### config.mk
export PLATFORM = sky130hd
export DESIGN_NAME = id_ex_stage_reg
export DESIGN_NICKNAME = d
export VERILOG_FILES = /design/src/rtl/id_ex_stage_reg_pkg.sv /design/src/rtl/id_ex_stage_reg_load_use_detect.sv /design/src/rtl/id_ex_stage_reg.sv
export SDC_FILE = /design/constraint.sdc
export NUM_CORES = 1
export LEC_CHECK = 0
export ABC_AREA = 1
export BUFFER_PORTS_ARGS = -buffer_cell sky130_fd_sc_hd__buf_2
export CAP_MARGIN = 20
export CORE_MARGIN = 10
export CORE_UTILIZATION = 35
export DETAILED_ROUTE_END_ITERATION = 10
export PLACE_DENSITY = 0.78
export SETUP_SLACK_MARGIN = 0.1
export SLEW_MARGIN = 10
export SYNTH_ARGS = -nofsm -noshare
export SYNTH_HDL_FRONTEND = slang
export SYNTH_SLANG_ARGS = --single-unit
export TNS_END_PERCENT = 50
### constraint.sdc
create_clock -name clk -period 0.8 [get_ports clk]
set_input_delay 0 -clock clk [delete_from_list [all_inputs] [get_ports clk]]
set_output_delay 0 -clock clk [all_outputs]
set_load 0.01 [all_outputs]
### src/rtl/id_ex_stage_reg_pkg.sv
`default_nettype none
// ============================================================================
// Module      : id_ex_stage_reg_pkg
// Description : Shared widths and control-bundle types for the ID/EX stage.
// Revision    : 1.0 - initial release
// ============================================================================
package id_ex_stage_reg_pkg;

    localparam int C_DATA_W     = 32;
    localparam int C_REG_ADDR_W = 5;
    localparam int C_ALUOP_W    = 2;

    typedef struct packed {
        logic reg_write;
        logic mem_to_reg;
        logic mem_read;
        logic mem_write;
        logic reg_dst;
        logic alu_src;
    } ctrl_flags_t;

    typedef struct packed {
        ctrl_flags_t            flags;
        logic [C_ALUOP_W-1:0]   alu_op;
    } ctrl_t;

    // Side-effecting controls are forced low for a non-instruction slot.
    function automatic ctrl_flags_t gate_ctrl(input ctrl_flags_t f, input logic valid);
        ctrl_flags_t g;
        g           = f;
        g.reg_write = f.reg_write & valid;
        g.mem_read  = f.mem_read  & valid;
        g.mem_write = f.mem_write & valid;
        return g;
    endfunction

endpackage
`default_nettype wire

### src/rtl/id_ex_stage_reg_load_use_detect.sv
`default_nettype none
// ============================================================================
// Module      : load_use_detect
// Description : Flags a load in EX whose destination is a source of the ID op.
// Revision    : 1.0 - initial release
// ============================================================================
module load_use_detect #(
    parameter int REG_ADDR_W = 5
) (
    input  logic                  valid_ex,
    input  logic                  mem_read_ex,
    input  logic [REG_ADDR_W-1:0] rt_ex,
    input  logic                  valid_id,
    input  logic [REG_ADDR_W-1:0] rs_id,
    input  logic [REG_ADDR_W-1:0] rt_id,
    output logic                  hazard
);

    logic w_rt_nonzero;
    logic w_match;

    // Register zero is hardwired, so a load targeting it never creates a hazard.
    assign w_rt_nonzero = |rt_ex;
    assign w_match      = (rt_ex == rs_id) | (rt_ex == rt_id);
    assign hazard       = valid_ex & mem_read_ex & w_rt_nonzero & valid_id & w_match;

endmodule
`default_nettype wire

### src/rtl/id_ex_stage_reg.sv
`default_nettype none
// ============================================================================
// Module      : id_ex_stage_reg
// Description : ID/EX pipeline register with stall, flush and optional
//               load-use bubble insertion (macro ID_EX_HAZARD_DETECT_EN).
// Revision    : 1.0 - initial release
// ============================================================================
module id_ex_stage_reg
    import id_ex_stage_reg_pkg::*;
#(
    parameter int DATA_W     = C_DATA_W,
    parameter int REG_ADDR_W = C_REG_ADDR_W,
    parameter int ALUOP_W    = C_ALUOP_W
) (
    input  logic                  clk,
    input  logic                  reset,
    input  logic                  stall_in,
    input  logic                  flush_in,
    input  logic                  valid_in,
    input  logic                  RegWrite_In,
    input  logic                  MemtoReg_In,
    input  logic                  MemRead_In,
    input  logic                  MemWrite_In,
    input  logic                  RegDst_In,
    input  logic                  ALUSrc_In,
    input  logic [ALUOP_W-1:0]    ALUOp_In,
    input  logic [REG_ADDR_W-1:0] Rs_In,
    input  logic [REG_ADDR_W-1:0] Rt_In,
    input  logic [REG_ADDR_W-1:0] Rd_In,
    input  logic [DATA_W-1:0]     Read_Data_1_In,
    input  logic [DATA_W-1:0]     Read_Data_2_In,
    input  logic [DATA_W-1:0]     Sign_Extend_In,
    output logic                  valid_out,
    output logic                  RegWrite_Out,
    output logic                  MemtoReg_Out,
    output logic                  MemRead_Out,
    output logic                  MemWrite_Out,
    output logic                  RegDst_Out,
    output logic                  ALUSrc_Out,
    output logic [ALUOP_W-1:0]    ALUOp_Out,
    output logic [REG_ADDR_W-1:0] Rs_Out,
    output logic [REG_ADDR_W-1:0] Rt_Out,
    output logic [REG_ADDR_W-1:0] Rd_Out,
    output logic [DATA_W-1:0]     Read_Data_1_Out,
`ifdef ID_EX_HAZARD_DETECT_EN
    output logic                  hazard_stall,
`endif
    output logic [DATA_W-1:0]     Read_Data_2_Out,
    output logic [DATA_W-1:0]     Sign_Extend_Out
);

    ctrl_flags_t               w_ctrl_in;
    ctrl_flags_t               r_ctrl;
    logic                      r_valid;
    logic [ALUOP_W-1:0]        r_alu_op;
    logic [REG_ADDR_W-1:0]     r_rs;
    logic [REG_ADDR_W-1:0]     r_rt;
    logic [REG_ADDR_W-1:0]     r_rd;
    logic [DATA_W-1:0]         r_rd1;
    logic [DATA_W-1:0]         r_rd2;
    logic [DATA_W-1:0]         r_sext;
    logic                      w_load_use;

    assign w_ctrl_in.reg_write  = RegWrite_In;
    assign w_ctrl_in.mem_to_reg = MemtoReg_In;
    assign w_ctrl_in.mem_read   = MemRead_In;
    assign w_ctrl_in.mem_write  = MemWrite_In;
    assign w_ctrl_in.reg_dst    = RegDst_In;
    assign w_ctrl_in.alu_src    = ALUSrc_In;

`ifdef ID_EX_HAZARD_DETECT_EN
    load_use_detect #(
        .REG_ADDR_W (REG_ADDR_W)
    ) u_load_use_detect (
        .valid_ex    (r_valid),
        .mem_read_ex (r_ctrl.mem_read),
        .rt_ex       (r_rt),
        .valid_id    (valid_in),
        .rs_id       (Rs_In),
        .rt_id       (Rt_In),
        .hazard      (w_load_use)
    );
    assign hazard_stall = w_load_use;
`else
    assign w_load_use = 1'b0;
`endif

    // A bubble clears every control bit but leaves specifiers and operands intact.
    always_ff @(posedge clk) begin
        if (reset) begin
            r_valid  <= 1'b0;
            r_ctrl   <= '0;
            r_alu_op <= '0;
            r_rs     <= '0;
            r_rt     <= '0;
            r_rd     <= '0;
            r_rd1    <= '0;
            r_rd2    <= '0;
            r_sext   <= '0;
        end else if (flush_in) begin
            r_valid  <= 1'b0;
            r_ctrl   <= '0;
            r_alu_op <= '0;
        end else if (stall_in) begin
            r_valid  <= r_valid;
        end else if (w_load_use) begin
            r_valid  <= 1'b0;
            r_ctrl   <= '0;
            r_alu_op <= '0;
        end else begin
            r_valid  <= valid_in;
            r_ctrl   <= gate_ctrl(w_ctrl_in, valid_in);
            r_alu_op <= ALUOp_In;
            r_rs     <= Rs_In;
            r_rt     <= Rt_In;
            r_rd     <= Rd_In;
            r_rd1    <= Read_Data_1_In;
            r_rd2    <= Read_Data_2_In;
            r_sext   <= Sign_Extend_In;
        end
    end

    assign valid_out       = r_valid;
    assign RegWrite_Out    = r_ctrl.reg_write;
    assign MemtoReg_Out    = r_ctrl.mem_to_reg;
    assign MemRead_Out     = r_ctrl.mem_read;
    assign MemWrite_Out    = r_ctrl.mem_write;
    assign RegDst_Out      = r_ctrl.reg_dst;
    assign ALUSrc_Out      = r_ctrl.alu_src;
    assign ALUOp_Out       = r_alu_op;
    assign Rs_Out          = r_rs;
    assign Rt_Out          = r_rt;
    assign Rd_Out          = r_rd;
    assign Read_Data_1_Out = r_rd1;
    assign Read_Data_2_Out = r_rd2;
    assign Sign_Extend_Out = r_sext;

endmodule
`default_nettype wire

# Word-level counts from Yosys, hierarchy flattened
# Index checks and enable logic that the tools add are counted.
[word_totals]
output_inout_bits = 120
wordCells = 21
regBits = 120
[op_classes]
bitwise = 5
n_reduce_logical = 2
[op_table]
columns = ["cell", "n"]
rows = [
  ["bitwise AND 1 bit", 3],
  ["NOT 1 bit", 2],
  ["AND reduction 2 bit", 1],
  ["OR reduction 2 bit", 1],
]

# Longest topological paths before layout
[depth]
depth_word = 2
ltp_mapped = 6

# Worst setup path after synthesis
# No wires, ideal clock.
[synth_timing]
path_type = "in2reg"
from = "input port stall_in"
to = "register r_rd1[0] (netlist: Read_Data_1_Out[0])"
path_slack_ns = 0.079
required_time_ns = 0.687
arrival_time_ns = 0.609
path_buffers = 2
path_stages = 6
path_cell_list = "nor2_4 buf_2 buf_2 nand2_1 nand2_1 nor2_1"
[synth_via]
elab_chain_cells = 2
[synth_lines]
columns = ["item", "line", "text"]
rows = [
  ["from (decl)", "id_ex_stage_reg.sv:17", "input logic stall_in,"],
  ["NOT 1 bit (no line)", "--", ""],
  ["AND reduction 2 bit (no line)", "--", ""],
  ["to (signal assigned)", "id_ex_stage_reg.sv:117", "r_rd1 <= Read_Data_1_In;"],
  ["to (decl)", "id_ex_stage_reg.sv:59", "logic [DATA_W-1:0] r_rd1;"],
]
# Every way passes these cells.
# A chain may end at the register's enable or synchronous reset.

# Worst setup path after layout
[layout_timing]
from = "register r_sext[4] (netlist: Sign_Extend_Out[4])"
to = "output port Sign_Extend_Out[4]"
[layout_rtl]
columns = ["item", "line", "text"]
rows = [
  ["from (decl)", "id_ex_stage_reg.sv:61", "logic [DATA_W-1:0] r_sext;"],
  ["from (signal assigned)", "id_ex_stage_reg.sv:119", "r_sext <= Sign_Extend_In;"],
  ["to (decl)", "id_ex_stage_reg.sv:49", "output logic [DATA_W-1:0] Sign_Extend_Out"],
]
# No word-level cell between the ends.

==> flow_summary.ini <==
[finish]
area_growth_pct = 93.57
final_cell_area_um2 = 9300
multi_input_area_um2 = 1861
fillCellCount = 918
final_nets = 1254
drive_above_1_share = 0.3946
regArea_um2 = 2552

[floorplan]
fp-row-count = 42
ios = 244
start_util = 0.3600
die_y_um = 137.2
die_x_um = 137.2
coreArea_um2 = 13350
dieArea_um2 = 18810

[critical_path]
r2r_start = Sign_Extend_Out[31]$_SDFFE_PP0P_
crit_buf_inv = 1
cp_slowest_cell = dfxtp_2
end_kind = output port
slowest_delay_ps = 350
arrival_ps = 870
ff2ff_path_depth = 3
rr_endpoint = Sign_Extend_Out[31]$_SDFFE_PP0P_
crit_family = flip-flops
crit_chain = buf_6
required_ps = 800
reg2reg_slack_ps = 90
path_class = flip-flop to output port
crit_path_max_fanout = 2
start_kind = flip-flop

[power]
power_density_nw_per_um2 = 1902
max-vdd-ir-drop_v = 0.001447
p_comb_frac = 0.187
p_leak_nw = 4.852
p_sw_frac = 0.2489
pwr-share-seq = 0.381
intPower_mw = 13.28
power.total_mw = 17.69
power_switching_mw = 4.402
clkPwrFrac = 0.432

[placement]
dp_hpwl_mm = 10.95
io_buffers = 243
place_area_um2 = 6410
place_congestion = 0.8268

[timing]
slew_headroom = 0.8270
fin_crit_sh = 1.093
finalWorstSetupSlack_ps = -74.62
finalCriticalPeriod_ps = 874.6
rsz0062_at_grt = yes
finClkSkew_ps = 0
setup_tns_ps = -5520
finalSetupViolations = 120
worst_pin_slew_ps = 257.9
max_freq_mhz = 1143
slew_viol_final = 0
finalHoldViolations = 0

[routing]
top_layer = met4
drc = 0
dr.pass1.iters = 5
wl_met2_mm = 10.31
via_count = 5887
route.met3.wl_mm = 2.131
ant_nets = 0
initialDrtViolationCount = 282
avgViaCountPerCell = 4.446
wire_per_inst_um = 15.31
wirelength_mm = 20.27
wl_met1_mm = 7.107

[global_route]
grt_max_degree = 45
grt_pass1_vias = 5944
overflow = 0
grt_usage = 0.2049
grt_pass1_wl_mm = 30.26
antenna_found_initial = 5

[cts]
cts_root_buf = clkbuf_16
numCtsBuffers = 17
clk_path_buf_depth = 2
clk_latency_ps = 410
cts.sinks = 120
clk_pin_slew_ps = 50
cts_tree = built
htreeDepth = 4

[synth]
synth_area_per_cell_um2 = 6.458
ys_seq_area_frac = 0.5000
yosysTopAreaCellShare = 0.5000
ys_warn_count = 0
synth_nets = 868
syn-cell-area_um2 = 4805
synthesis.instances = 744
yosys-top-cells-area = dfxtp_1, nand2_1, nor2_1
synth_largest_area_cell = dfxtp_1
ys_ff_latch = 120
synth_cell_types = 12

[status]
violations = negative setup slack
status = finished, violations left

[worst_hold_path]
hold_path_class = input port to flip-flop
min-delay-start = reset
holdPathEnd = MemWrite_Out$_SDFFE_PP0N_
whs_path_depth = 3

[run]
cap_violations = 0
[power by group through the flow]
| stage | clock network [mW] | registers (mW) | logic (mW) |
|---|---|---|---|
| global placement | 0 | 6.65 | 2.12 |
| detailed placement | 0 | 6.67 | 2.16 |
| finish | 7.64 | 6.74 | 3.31 |
| floorplan | 0 | 6.85 | 0.939 |
| global route | 8.06 | 6.77 | 3.59 |
| CTS | 7.73 | 6.72 | 3.06 |
[metal layers]
metal | vias up | track usage
met5 | - | 0
met4 | 0 | 0.08841
met3 | 53 | 0.09311
met2 | 268 | 0.3693
met1 | 2673 | 0.1969
li1 | 2893 | -
[cell usage in the layout (no fill, tap or decap), types with 3 or more instances in the layout]
cell	instances
nor2_1	209
dlygate4sd3_1	120
nor2_2	8
clkbuf_8	5
dfxtp_2	120
clkinv_2	4
buf_4	30
buf_2	123
diode_2	5
buf_6	120
nor2_4	6
nand2_1	236
clkbuf_1	3
a21oi_1	9
clkbuf_16	17
buf_12	12
inv_1	111
nand3_1	3
[synth_stat cells]
| master | n |
|---|---|
| clkinv_1 | 1 |
| a21oi_1 | 9 |
| nor2_4 | 1 |
| buf_2 | 25 |
| dfxtp_1 | 120 |
| buf_4 | 1 |
| nand3_1 | 3 |
| nand2_1 | 237 |
| clkbuf_1 | 12 |
| inv_1 | 112 |
| nor2_1 | 222 |
| or2_2 | 1 |
[state kept, by name, summed over array words and instances, names as in the netlist]
name and flops:
Read_Data_1_Out 32, Read_Data_2_Out 32, Sign_Extend_Out 32, Rd_Out 5, Rs_Out 5, Rt_Out 5, ALUOp_Out 2, ALUSrc_Out 1
MemRead_Out 1, MemWrite_Out 1, MemtoReg_Out 1, RegDst_Out 1, RegWrite_Out 1, valid_out 1
[cells by family after synthesis]
group           share of synthesized area
simple gates                       0.3654
flops                              0.5000
compound gates                   0.009374
buf+inv                            0.1253
[metrics by stage]
| step | cells | setup WS (ps) | util | hold slack (ps) |
|---|---|---|---|---|
| floorplan | 744 | 99.98 | - | 144.6 |
| global placement | 1151 | -107.8 | 0.4802 | 249.4 |
| detailed placement | 1151 | -120.8 | 0.4802 | 256.1 |
| CTS | 1306 | -81.69 | 0.6842 | -15.58 |
| global route | 1324 | -103.0 | 0.6968 | 20.25 |
| finish | 1324 | -74.62 | 0.6968 | 28.74 |
[worst max-delay path by stage]
stage	from	to	slack (ps)	depth (start not counted)
6_report	Sign_Extend_Out[4]$_SDFFE_PP0P_	Sign_Extend_Out[4]	-70	1
5_1_grt	Rs_Out[3]$_SDFFE_PP0P_	Rs_Out[3]	-100	1
4_1_cts	Read_Data_1_Out[22]$_SDFFE_PP0P_	Read_Data_1_Out[22]	-80	1
3_5_place_dp	stall_in	Read_Data_1_Out[9]$_SDFFE_PP0P_	-120	7
3_3_place_gp	stall_in	Read_Data_1_Out[25]$_SDFFE_PP0P_	-110	7
2_1_floorplan	reset	Rd_Out[0]$_SDFFE_PP0P_	100	5
[layout make-up]
cell class,count,area share
repair buffers,405,0.3907
flip-flops and latches,120,0.2745
multi-input cells,473,0.2001
clock buffers,25,0.05435
inverters,113,0.04574
well taps,176,0.02368
clock inverters,7,0.009687
diodes,5,0.001345
[timing repair]
item | CTS | global route
cloned | 0 | 0
endpoints found under the setup margin | 120 | 124
endpoints found under the hold margin | 120 | 0
hold buffers | 120 | 0
setup buffers | 3 | 13
pin swaps | 0 | 19
gates resized for setup | 244 | 18
No activity file was read; power rests on OpenSTA's default activity.
